`config.mk`:
```
export PLATFORM = sky130hd
export DESIGN_NAME = agc_out_sink
export DESIGN_NICKNAME = d
export VERILOG_FILES = /design/src/rtl/agc_out_sink.sv
export SDC_FILE = /design/constraint.sdc
export NUM_CORES = 1
export LEC_CHECK = 0
export ABC_AREA = 1
export CAP_MARGIN = 20
export CELL_PAD_IN_SITES_DETAIL_PLACEMENT = 2
export CELL_PAD_IN_SITES_GLOBAL_PLACEMENT = 2
export CORE_AREA = 8 8 214 216
export CTS_CLUSTER_SIZE = 12
export DETAILED_ROUTE_END_ITERATION = 8
export DIE_AREA = 0 0 222 224
export PLACE_DENSITY_LB_ADDON = 0.1
export SLEW_MARGIN = 10
export SYNTH_ARGS = -nofsm -noshare
export SYNTH_HDL_FRONTEND = slang
export SYNTH_SLANG_ARGS = --single-unit
```
`constraint.sdc`:
```
create_clock -name clk -period 3.4 [get_ports clk]
set_input_delay 0.51 -clock clk [delete_from_list [all_inputs] [get_ports clk]]
set_output_delay 0.51 -clock clk [all_outputs]
set_load 0.02 [all_outputs]
```
`src/rtl/agc_out_sink.sv`:
```
`default_nettype none
// ============================================================================
// Module      : agc_out_sink
// Description : Rounds/saturates AGC I/Q output, buffers it in a FIFO for a
//               valid/ready stream, and keeps watchdog and drop/sat statistics.
// Revision    : 1.0
// ============================================================================
module agc_out_sink #(
    parameter int W_IN_MODULE = 26,
    parameter int W_OUT       = 16,
    parameter int SHIFT       = 10,
    parameter int FIFO_DEPTH  = 8,
    parameter int TIMEOUT     = 64
) (
    input  logic                          clk,
    input  logic                          rst_n,
    input  logic                          s_chans_valid,
    input  logic                          Valid_Out,
    input  logic [W_IN_MODULE-1:0]        OutputI,
    input  logic [W_IN_MODULE-1:0]        OutputQ,
    output logic [W_OUT-1:0]              m_chans_dataI,
    output logic [W_OUT-1:0]              m_chans_dataQ,
    output logic                          m_chans_valid,
    input  logic                          m_chans_ready,
    output logic [$clog2(FIFO_DEPTH):0]   fifo_level,
    output logic [15:0]                   sat_count,
    output logic [15:0]                   drop_count,
    output logic                          timeout_flag,
    input  logic                          clear_stats
);

    localparam int c_addr_w  = $clog2(FIFO_DEPTH);
    localparam int c_level_w = c_addr_w + 1;
    localparam int c_ext_w   = W_IN_MODULE + 1;
    localparam int c_cnt_w   = (TIMEOUT > 1) ? $clog2(TIMEOUT) : 1;

    localparam logic signed [c_ext_w-1:0] c_half = c_ext_w'(longint'(1) << (SHIFT - 1));
    localparam logic signed [c_ext_w-1:0] c_max  = c_ext_w'((longint'(1) << (W_OUT - 1)) - 1);
    localparam logic signed [c_ext_w-1:0] c_min  = ~c_max;

    localparam logic [0:0] c_wd_idle = 1'b0;
    localparam logic [0:0] c_wd_wait = 1'b1;

    // Returns {saturated, value}; the extra sign bit keeps the rounding add from overflowing.
    function automatic logic [W_OUT:0] fmt_sample(input logic [W_IN_MODULE-1:0] x);
        logic signed [c_ext_w-1:0] sum;
        logic signed [c_ext_w-1:0] shr;
        sum = $signed({x[W_IN_MODULE-1], x}) + c_half;
        shr = sum >>> SHIFT;
        if (shr > c_max) begin
            fmt_sample = {1'b1, c_max[W_OUT-1:0]};
        end else if (shr < c_min) begin
            fmt_sample = {1'b1, c_min[W_OUT-1:0]};
        end else begin
            fmt_sample = {1'b0, shr[W_OUT-1:0]};
        end
    endfunction

    logic [W_OUT:0]       w_fmt_i;
    logic [W_OUT:0]       w_fmt_q;
    logic                 r_stage_valid;
    logic                 r_stage_sat;
    logic [W_OUT-1:0]     r_stage_i;
    logic [W_OUT-1:0]     r_stage_q;

    logic [W_OUT-1:0]     r_mem_i [FIFO_DEPTH];
    logic [W_OUT-1:0]     r_mem_q [FIFO_DEPTH];
    logic [c_addr_w-1:0]  r_wr_ptr;
    logic [c_addr_w-1:0]  r_rd_ptr;
    logic [c_level_w-1:0] r_level;
    logic                 w_empty;
    logic                 w_full;
    logic                 w_push;
    logic                 w_pop;
    logic                 w_drop;

    logic [15:0]          r_sat_count;
    logic [15:0]          r_drop_count;
    logic                 r_timeout_flag;

    logic [0:0]           r_wd_state;
    logic [0:0]           w_wd_state_nxt;
    logic [c_cnt_w-1:0]   r_wd_cnt;
    logic [c_cnt_w-1:0]   w_wd_cnt_nxt;
    logic                 w_wd_expire;

    assign w_fmt_i = fmt_sample(OutputI);
    assign w_fmt_q = fmt_sample(OutputQ);

    always_ff @(posedge clk) begin
        if (!rst_n) begin
            r_stage_valid <= 1'b0;
            r_stage_sat   <= 1'b0;
            r_stage_i     <= '0;
            r_stage_q     <= '0;
        end else begin
            r_stage_valid <= Valid_Out;
            if (Valid_Out) begin
                r_stage_i   <= w_fmt_i[W_OUT-1:0];
                r_stage_q   <= w_fmt_q[W_OUT-1:0];
                r_stage_sat <= w_fmt_i[W_OUT] | w_fmt_q[W_OUT];
            end
        end
    end

    // A full FIFO still accepts when the head leaves in the same cycle.
    assign w_empty = (r_level == '0);
    assign w_full  = (r_level == c_level_w'(FIFO_DEPTH));
    assign w_pop   = !w_empty && m_chans_ready;
    assign w_push  = r_stage_valid && (!w_full || w_pop);
    assign w_drop  = r_stage_valid && !w_push;

    always_ff @(posedge clk) begin
        if (w_push) begin
            r_mem_i[r_wr_ptr] <= r_stage_i;
            r_mem_q[r_wr_ptr] <= r_stage_q;
        end
    end

    always_ff @(posedge clk) begin
        if (!rst_n) begin
            r_wr_ptr <= '0;
            r_rd_ptr <= '0;
            r_level  <= '0;
        end else begin
            if (w_push) begin
                r_wr_ptr <= r_wr_ptr + c_addr_w'(1);
            end
            if (w_pop) begin
                r_rd_ptr <= r_rd_ptr + c_addr_w'(1);
            end
            case ({w_push, w_pop})
                2'b10:   r_level <= r_level + c_level_w'(1);
                2'b01:   r_level <= r_level - c_level_w'(1);
                default: r_level <= r_level;
            endcase
        end
    end

    assign m_chans_valid = !w_empty;
    assign m_chans_dataI = w_empty ? '0 : r_mem_i[r_rd_ptr];
    assign m_chans_dataQ = w_empty ? '0 : r_mem_q[r_rd_ptr];
    assign fifo_level    = r_level;

    always_ff @(posedge clk) begin
        if (!rst_n) begin
            r_sat_count  <= '0;
            r_drop_count <= '0;
        end else if (clear_stats) begin
            r_sat_count  <= '0;
            r_drop_count <= '0;
        end else begin
            if (r_stage_valid && r_stage_sat && (r_sat_count != 16'hFFFF)) begin
                r_sat_count <= r_sat_count + 16'd1;
            end
            if (w_drop && (r_drop_count != 16'hFFFF)) begin
                r_drop_count <= r_drop_count + 16'd1;
            end
        end
    end

    assign sat_count  = r_sat_count;
    assign drop_count = r_drop_count;

    always_ff @(posedge clk) begin
        if (!rst_n) begin
            r_wd_state     <= c_wd_idle;
            r_wd_cnt       <= '0;
            r_timeout_flag <= 1'b0;
        end else begin
            r_wd_state <= w_wd_state_nxt;
            r_wd_cnt   <= w_wd_cnt_nxt;
            if (clear_stats) begin
                r_timeout_flag <= 1'b0;
            end else if (w_wd_expire) begin
                r_timeout_flag <= 1'b1;
            end
        end
    end

    // A fresh input strobe always restarts the window, even alongside an output strobe.
    always_comb begin
        w_wd_state_nxt = r_wd_state;
        w_wd_cnt_nxt   = r_wd_cnt;
        w_wd_expire    = 1'b0;
        case (r_wd_state)
            c_wd_idle: begin
                if (s_chans_valid) begin
                    w_wd_state_nxt = c_wd_wait;
                    w_wd_cnt_nxt   = '0;
                end
            end
            c_wd_wait: begin
                if (s_chans_valid) begin
                    w_wd_cnt_nxt = '0;
                end else if (Valid_Out) begin
                    w_wd_state_nxt = c_wd_idle;
                end else if (r_wd_cnt == c_cnt_w'(TIMEOUT - 1)) begin
                    w_wd_expire    = 1'b1;
                    w_wd_state_nxt = c_wd_idle;
                end else begin
                    w_wd_cnt_nxt = r_wd_cnt + c_cnt_w'(1);
                end
            end
            default: begin
                w_wd_state_nxt = c_wd_idle;
            end
        endcase
    end

    assign timeout_flag = r_timeout_flag;

endmodule
`default_nettype wire

```
* Word-level counts from Yosys, hierarchy flattened
Memories as Yosys holds them, arrays and structs flattened. A register that Yosys moved wholly into a read port is not among the register bits.
Index checks and enable logic that the tools add are counted.
** Word-level totals
- Logic and storage cells :: 80
- Memory bits (writable) :: 256
- Memories kept :: 2
- Register bits after elaboration :: 84
** Memory list
- r_mem_i :: words 8, bits a word 16, read ports 1, clocked after Yosys merged registers in 1, write ports 1, line 66 : logic [W_OUT-1:0] r_mem_i [FIFO_DEPTH];
- r_mem_q :: words 8, bits a word 16, read ports 1, clocked after Yosys merged registers in 1, write ports 1, line 67 : logic [W_OUT-1:0] r_mem_q [FIFO_DEPTH];
** Operators by class
- Add/sub/neg operators :: 9
- Muxes and demuxes :: 27
- Reduce and logical (&&, ||, !) cells :: 14
- Magnitude comparators :: 4
- Equality and inequality tests :: 9
- Bitwise operators :: 3
** Operators with widths (count)
- 2-to-1 mux 17 bit :: 4
- adder 26 x 11 -> 27 bit (second input constant) :: 2
- greater-than comparator 17 x 16 -> 1 bit (second input constant) :: 2
- less-than comparator 17 x 16 -> 1 bit (second input constant) :: 2
- adder 16 x 1 -> 16 bit (second input constant) :: 2
- 2-to-1 mux 16 bit :: 2
- inequality test 16 bit (second input constant) :: 2
- 2-to-1 mux 6 bit :: 4
- 2-to-1 mux 3 bit :: 4
- case mux 6 bit (2 select lines) :: 1
- 2-to-1 mux 1 bit :: 10
- case mux 4 bit (2 select lines) :: 1
- adder 3 x 1 -> 3 bit (second input constant) :: 2
- adder 6 x 1 -> 6 bit (second input constant) :: 1
- == test 6 bit (second input constant) :: 1
- logical AND 1 bit :: 6
- inequality test 3 bit (second input constant) :: 2
- adder 4 x 1 -> 4 bit (second input constant) :: 1
- == test 4 bit (second input constant) :: 1
- logical NOT 4 bit :: 1
- subtractor 4 x 1 -> 4 bit (second input constant) :: 1
- logical NOT 1 bit :: 3
- AND reduction 3 bit :: 1
- == test 2 x 1 -> 1 bit (second input constant) :: 1
- 8 further kinds :: 9

* Longest topological paths before layout
Gate-level depths: netlist (run 1).
- Word-level depth :: 8
- Gate-level depth with buffers :: 12
- Mapped depth without buffers :: 12

* Worst setup path after synthesis (run 1)
No wires, ideal clock.
- Path type :: reg-to-reg
- Start point :: reg r_level[0] (netlist: fifo_level[0])
- End point :: mem r_mem_i[0][0] (enable)
- Clock period less this slack :: 2803 ps
- Path slack :: 597 ps
- Data arrival time :: 2382 ps
- Cell stages (with the launch flop) :: 7
- Setup time :: 421 ps
- Buffers on the path :: 0
- Data required time :: 2979 ps
- Path through :: dfxtp_1 > nor2_1 > nand3_1 > nand2_1 > inv_1 > nand2_1 > nor2_1
** Between the ends
- Longest elaborated chain between the ends :: 7
** RTL lines
- start, declared :: line 70 : logic [c_level_w-1:0] r_level;
- start signal, assigned :: line 133 : 2'b10: r_level <= r_level + c_level_w'(1);
- start signal, assigned :: line 134 : 2'b01: r_level <= r_level - c_level_w'(1);
- start signal, assigned :: line 135 : default: r_level <= r_level;
- logical NOT 4 bit :: line 107 : assign w_empty = (r_level == '0);
- logical NOT 1 bit :: line 109 : assign w_pop = !w_empty && m_chans_ready;
- logical AND 1 bit :: line 109
- logical OR 1 bit * :: line 110 : assign w_push = r_stage_valid && (!w_full || w_pop);
- logical AND 1 bit * :: line 110
- 2-to-1 mux 1 bit * :: line 114 : if (w_push) begin
- 2-to-1 mux 1 bit (implied by the code) * :: line 115 : r_mem_i[r_wr_ptr] <= r_stage_i;
- end, declared :: line 66
Mark *: on every way between the ends. The rest lies on a longest branch, timed or not.

==> summary by stage, run 1 <==
Status
The run finished with clean final reports.

Timing
The number of failing hold endpoints at the final stage is 0. The largest clock skew in the final design is between 0.01 and 0.015 ns. The ratio of final minimum period to clock period is 0.955. The setup-violating endpoint count in the final report is 0. The worst pin sits at a relative slew slack of 0.550. Setup repair after global routing left no endpoint under its margin. The count of final max-slew check failures is 0. The final critical path time including I/O delays and setup is 3.25 ns. Timing would allow up to between 0.3 and 0.4 GHz.

The slew at the pin with the worst max-slew slack is around 0.67 ns.

Worst hold path
The worst hold path belongs to the class input pin to flip-flop.

Placement
The count of buffers from port buffering is 109. The post-detailed-placement half-perimeter wirelength is 29700 um. The number of placed cells counting well taps is approximately 2100. The placed instances occupy a cell area of 16600 um2. The last weighted congestion value of the routability-driven placer is between 0.7 and 0.8.

Logic synthesis
In the synthesized netlist, the cells that appear most often are 303 x sky130_fd_sc_hd__nor2_1, 256 x sky130_fd_sc_hd__edfxtp_1, 202 x sky130_fd_sc_hd__o21ai_0. The biggest area contributor in the post-synthesis netlist is sky130_fd_sc_hd__edfxtp_1. The share of the Yosys chip area taken by registers is 0.642.

The top-area cell type share of the netlist area is 0.524. In this run, synthesis inferred 256 flip-flops with an integrated enable. Yosys attributes the largest share of cell area to sky130_fd_sc_hd__edfxtp_1 52%, sky130_fd_sc_hd__dfxtp_1 12%, sky130_fd_sc_hd__nor2_1 7.7%. The prevailing post-synth register cell is sky130_fd_sc_hd__edfxtp_1. The number of nets in the synthesized netlist is ~1500. A synthesized cell averages 10.2 um2. By instance count, the leading cell after synthesis is sky130_fd_sc_hd__nor2_1.

For this run, asynchronously set or reset flops after synthesis account for 0. The post-synthesis instance area is 14700 um2. The number of library cell types mapped by synthesis is 42. The number of instances in the synthesized netlist is ~1400. The synthesis-stage register bit count is approximately 340. During synthesis, Yosys emitted a total of 0 warnings.

Routing
The first-pass iteration count of the detailed router is 4. The detailed route wirelength on metal3 is 1530 um. The total detailed-routing wirelength is approximately 47000 um. The number of vias per cell after detailed routing is 5.26.

In the routed design, unresolved DRC markers number 0. The highest signal layer in the routed design is met5. The average wire per standard cell is 22.1 um. The routed length on met2 is 23300 um. The post-detailed-route count of antenna-violating nets is 0. The number of vias in the routed layout is 11200. In this run, the number of DRC markers left after iteration 0 of detailed routing was 516. In the final routing, the length of wire on met1 measures 21500 um.

Run
Max-cap violations in this run came to 0.

GRT
The first global-routing pass estimated about 72000 um of wire. The largest net degree at the start of global routing is 65. The number of antenna violations at the first check in global routing is 1.

The number of global-route vias before repair was 12600. Global routing finished with a remaining overflow of 0. The total routing resource utilization after global routing is 0.186.

CTS
The clock network latency to the later pin of the worst-skew pair is 0.55 ns. After clock tree synthesis, the clock-pin slew on the worst setup and hold paths is ~0.060 ns. In this run, post-CTS hold repair placed 0 buffers.

The H-tree depth reported by CTS is 2. The number of sinks driven by the clock tree is 343. CTS placed an instance of sky130_fd_sc_hd__clkbuf_16 at the clock tree root.

The number of buffers between clock root and the deepest sink is 3. TritonCTS built the clock tree. Buffers inserted during clock tree synthesis total 39.

Die
The floorplan step defined a core boundary enclosing 42500 um2. The horizontal die dimension is 222 um. For this configuration, the core starts out at a cell density of 0.345. The boundary pin count is 128. The floorplan step set the die height to 224 um. The area of the die is 49700 um2. The initialized floorplan defines 76 standard-cell rows.

Worst setup path
The critical path is of the flip-flop to primary output type. The worst setup path is launched from a flip-flop. The data arrival at the endpoint of the critical path is 2.74 ns. The critical path endpoint category is a primary output.

The biggest fanout along the worst timing path is 33. The worst endpoint required time is about 2.9 ns.

Cells and area
The synthesis-to-finish area growth is 22.9%. The number of inserted diodes is 0. In the final layout, the share of cells above drive strength 1 is 0.0805. Summing all non-filler instances in the final layout gives an area of 18000 um2.

After the flow finishes, the layout carries non-filler instances totaling ~2100. The sequential cell area is roughly 9400 um2. The multi-input gate area in the final layout is 4700 um2. The net count reported at finish is between 1500 and 2000.

The fill cell total of the finished layout is 4489.

Power
The total power divided by cell area is 707 nW/um2. The largest vdd supply drop is 0.000295 V. The analysis attributes to cell leakage a power of 0.00631 uW.
-- critical path, stage by stage (launching register included) --
cell and delay [ns]:
sky130_fd_sc_hd__dfxtp_2 0.39, sky130_fd_sc_hd__inv_4 0.24, sky130_fd_sc_hd__buf_12 0.25, sky130_fd_sc_hd__o21ai_0 0.14, sky130_fd_sc_hd__o22ai_1 0.17, sky130_fd_sc_hd__o21ai_0 0.11, sky130_fd_sc_hd__a31oi_1 0.22, sky130_fd_sc_hd__clkdlybuf4s50_1 0.65
-- worst paths after layout --
path	endpoint	slack, ns	cells past startpoint	startpoint
worst max register to register	fifo_level[3]	0.99	12	fifo_level[0]
worst max-delay path	m_chans_dataI[1]	0.15	7	flip-flop
worst min register to register	r_rd_ptr[2]	0.47	2	r_rd_ptr[2]
worst min-delay path	r_wd_cnt[2]	0.31	4	Valid_Out
-- registers in the layout, summed over array words and instances (netlist names), named ones only --
signal / count
r_mem_i: 128
drop_count: 16
timeout_flag: 1
r_wr_ptr: 3
r_rd_ptr: 3
r_wd_cnt: 6
r_mem_q: 128
r_stage_i: 16
r_wd_state: 1
fifo_level: 4
r_stage_valid: 1
r_stage_sat: 1
r_stage_q: 16
sat_count: 16
-- routing by layer --
layer / vias to the layer above / track usage
met5: - / 0
met4: 2 / 0.0445
met3: 70 / 0.0309
met2: 171 / 0.329
met1: 5705 / 0.235
li1: 5282 / -
-- per-stage QoR --
stage	setup slack (ns)	utilization	hold WS (ns)	TNS, ns	power [uW]
final	0.152	0.424	0.313	0	12800
after global routing	0.0196	0.424	0.340	0	13400
after CTS	-0.00960	0.423	0.292	-0.0206	12800
after detailed placement	0.393	0.392	0.472	0	8500
after global placement	0.491	0.392	0.456	0	8380
after floorplan	0.597	-	0.433	0	6790
-- cell type report --
| type | count | share of cell area |
|---|---|---|
| Sequential cell | 343 | 0.523 |
| Multi-Input combinational cell | 944 | 0.260 |
| Timing Repair Buffer | 146 | 0.0894 |
| Clock buffer | 53 | 0.0605 |
| Tap cell | 546 | 0.0379 |
| Inverter | 88 | 0.0189 |
| Clock inverter | 17 | 0.00999 |
-- power by group --
group          switching, uW  leakage [uW]  internal (uW)
combinational           2280       0.00264           1390
sequential               192       0.00306           4660
clock                   1690      0.000613           2550
-- placed cells by master (no fill, tap or decap), types with 9 or more instances in the layout --
master,n
sky130_fd_sc_hd__clkbuf_16,42
sky130_fd_sc_hd__clkinv_1,9
sky130_fd_sc_hd__clkbuf_1,10
sky130_fd_sc_hd__a31oi_1,44
sky130_fd_sc_hd__clkdlybuf4s50_1,103
sky130_fd_sc_hd__buf_12,12
sky130_fd_sc_hd__xnor2_1,18
sky130_fd_sc_hd__o21ai_0,202
sky130_fd_sc_hd__xor2_1,19
sky130_fd_sc_hd__nor3_1,11
sky130_fd_sc_hd__nor2_1,295
sky130_fd_sc_hd__nand2_1,152
sky130_fd_sc_hd__edfxtp_1,256
sky130_fd_sc_hd__o22ai_1,32
sky130_fd_sc_hd__ha_1,9
sky130_fd_sc_hd__nor2_4,12
sky130_fd_sc_hd__nand3_1,53
sky130_fd_sc_hd__buf_4,20
sky130_fd_sc_hd__dfxtp_1,85
sky130_fd_sc_hd__a21oi_1,43
sky130_fd_sc_hd__inv_1,83
sky130_fd_sc_hd__nand4_1,15
-- what timing repair did --
| item | CTS | global route |
|---|---|---|
| resized for setup | 4 | 8 |
| cloned | 1 | 1 |
| pin swaps | 0 | 0 |
| setup endpoints to repair | 24 | 18 |
| setup buffers | 0 | 3 |
| hold endpoints to repair | 0 | 0 |
-- logic make-up after synthesis --
logic type	share of synthesized area
and+or+nand+nor	0.156
DFF	0.642
AOI/OAI and AO/OA	0.126
buffers and inverters	0.0421
xor gates and xnor gates	0.0243
adders and majority gates	0.00903
Power figures use the tool's default switching activity.
==> run 2: changes to the inputs <==
- CORE_AREA: 8 8 214 216 -> 8 8 209 211
- DIE_AREA: 0 0 222 224 -> 0 0 217 219
==> run 2 against run 1 <==
  * First-iteration DRC count fell by 2.7%
  * Combinational power decreased by 2%
  * Maximum frequency decreased by 1.2%
  * Clock skew up 0.00084 ns
  * Clock power decreased by 6.8%
  * Critical endpoint is now m_chans_dataI[5]
  * Largest power group unchanged
==> summary by stage, run 2 (same netlist as run 1, synthesis figures left out) <==
Worst setup path
Of all nets on the critical path, the largest fanout is 61. The critical path class is flip-flop to primary output. The worst setup path is captured at a primary output. The worst endpoint required time is between 2 and 3 ns. The element type at the critical path start is a flip-flop. At the worst endpoint, the arrival time is 2.78 ns.

Die
The horizontal die dimension is 217 um. In this run the standard cell core region covers 40400 um2. The placement row count is 74. The floorplan step defined a die boundary enclosing 47500 um2. For this configuration, the core starts out at a cell density of 0.364.

The boundary pin count is 128. The floorplan step set the die height to 219 um.

Placement
The wire-length estimate of the detail-placed layout is 31000 um. The count of buffers added on input and output ports is about 110. The congestion estimate from routability-driven global placement came to 0.821. The placed instance area is around 17000 um2.

GRT
The number of global-route vias before repair is 12700. The number of antenna violations at the first check in global routing came to 1. Entering global routing, the biggest net connects 62 pins.

The first-pass GRT wire length is 73600 um. For this run, the total global-route usage over all layers was measured as 0.198. The final global-route overflow total is 0.

Routing
The first-pass iteration count of the detailed router is 5. The total detailed-routing wirelength is between 40000 and 50000 um. In the final routed layout, each cell accounts on average for 22.2 um. The number of vias in the routed layout is 11200.

The detail route stage leaves a number of antenna-violating nets equal to 0. The count of unresolved DRC violations after routing is 0. The number of vias per cell after detailed routing is 5.28. The count of routing violations after the opening detailed-route iteration is 502.

Timing
The setup-violating endpoint count in the final report is 0. The smallest clock period supported by the final layout is computed as about 3.3 ns. The number of failing hold endpoints at the final stage came to 0.

The count of final max-slew check failures is 0. Clock skew on the completed layout was measured at 0.0157 ns. Of the available clock period, the critical path in the final layout requires 0.967. Setup repair after global routing could not meet its margin everywhere. The slew at the pin with the worst max-slew slack is 0.757 ns.

The minimum hold slack is 0.482 ns. The achievable clock frequency is 0.304 GHz. The worst max-slew margin expressed relative to the limit is 0.495.

Cells and area
The synthesis-to-finish area growth is 22.2%. The repair_antennas step left the layout with diodes totalling 0. The final standard cell area without fillers is 17900 um2. The commonest non-fill, non-tap cell in the layout is sky130_fd_sc_hd__nor2_1. In the final design database the tool counted 1634 nets.

The fraction of layout cells with a size suffix above 1 is 0.0834. The largest registers in the layout are r_mem_i (128), r_mem_q (128). In the layout the commonest cells are 295 x sky130_fd_sc_hd__nor2_1, 256 x sky130_fd_sc_hd__edfxtp_1, 202 x sky130_fd_sc_hd__o21ai_0.

Power
The largest vdd supply drop is 0.000494 V. The static leakage is 0.00626 uW. The completed layout was analyzed and its total power is roughly 12000 uW. The total power divided by cell area is ~700 nW/um2.

CTS
CTS built an H-tree with a depth of 2. Post-CTS timing repair inserted 0 buffers for setup. In this run the clock root is driven by a sky130_fd_sc_hd__clkbuf_16. The TritonCTS clock tree is built. No sink is reached through more buffers than the 3 on the longest clock path. The tree built by TritonCTS fans out to 343 sinks. TritonCTS created 39 clock buffers. The clock transition at the register clock pins on the worst setup and hold paths after CTS is 0.06 ns. At the later pin of the worst-skew pair, clock insertion delay measures between 0.5 and 0.6 ns.

Worst hold path
The worst hold path belongs to the class input pin to flip-flop.

Status
The flow ran to the end, and the final reports show no timing, DRC or antenna violations.

Run
The max capacitance violation total is 0.
-- run 2: timing repair --
action / CTS / global route
hold buffers: 0 / 0
setup endpoints to repair: 7 / 5
pin swaps: 0 / 0
resized for setup: 7 / 5
-- run 2: metal layers --
metal  global-route usage  wire (um)  vias to the layer above
met3               0.0304       1750                       69
met5                    0          0                        -
met1                0.251      21100                     5688
li1                     -          -                     5283
met4               0.0534        955                        0
met2                0.348      23500                      181
-- run 2: worst paths after layout --
path	start	endpoint	slack, ns	cells after the start
setup / recovery	flip-flop	m_chans_dataI[5]	0.11	7
hold / removal	Valid_Out	r_stage_i[5]	0.48	3
setup reg to reg	fifo_level[0]	fifo_level[3]	0.97	13
hold reg to reg	r_wd_cnt[0]	r_wd_cnt[0]	0.49	1
-- run 2: stage by stage --
step | TNS, ns | util | cells | worst slack [ns]
floorplan | 0 | - | 1443 | 0.597
CTS | 0 | 0.444 | 2127 | 0.000221
global placement | 0 | 0.414 | 2057 | 0.548
global route | -0.00717 | 0.444 | 2127 | -0.00402
detailed placement | 0 | 0.414 | 2057 | 0.501
finish | 0 | 0.444 | 2127 | 0.114
-- run 2: critical path, stage by stage (launching register included) --
cell and delay [ns]:
sky130_fd_sc_hd__dfxtp_4 0.38, sky130_fd_sc_hd__buf_16 0.28, sky130_fd_sc_hd__buf_12 0.27, sky130_fd_sc_hd__nor2_1 0.09, sky130_fd_sc_hd__nor2_1 0.11, sky130_fd_sc_hd__o21ai_0 0.10, sky130_fd_sc_hd__a31oi_1 0.28, sky130_fd_sc_hd__clkdlybuf4s50_1 0.69
-- run 2: report_power, final --
part / switching (uW) / internal [uW] / leakage, uW
Sequential: 180 / 4660 / 0.00307
Clock: 1650 / 2310 / 0.000583
Combinational: 2270 / 1340 / 0.00262
Total: 4100 / 8300 / 0.00626
-- run 2: final cells by class --
cell class / count / area (um2)
clock buffers: 51 / 1080
clock inverters: 19 / 115
fillers: 4300 / 22400
inverters: 88 / 333
multi-input cells: 944 / 4700
flip-flops and latches: 343 / 9440
well taps: 532 / 666
repair buffers: 150 / 1600
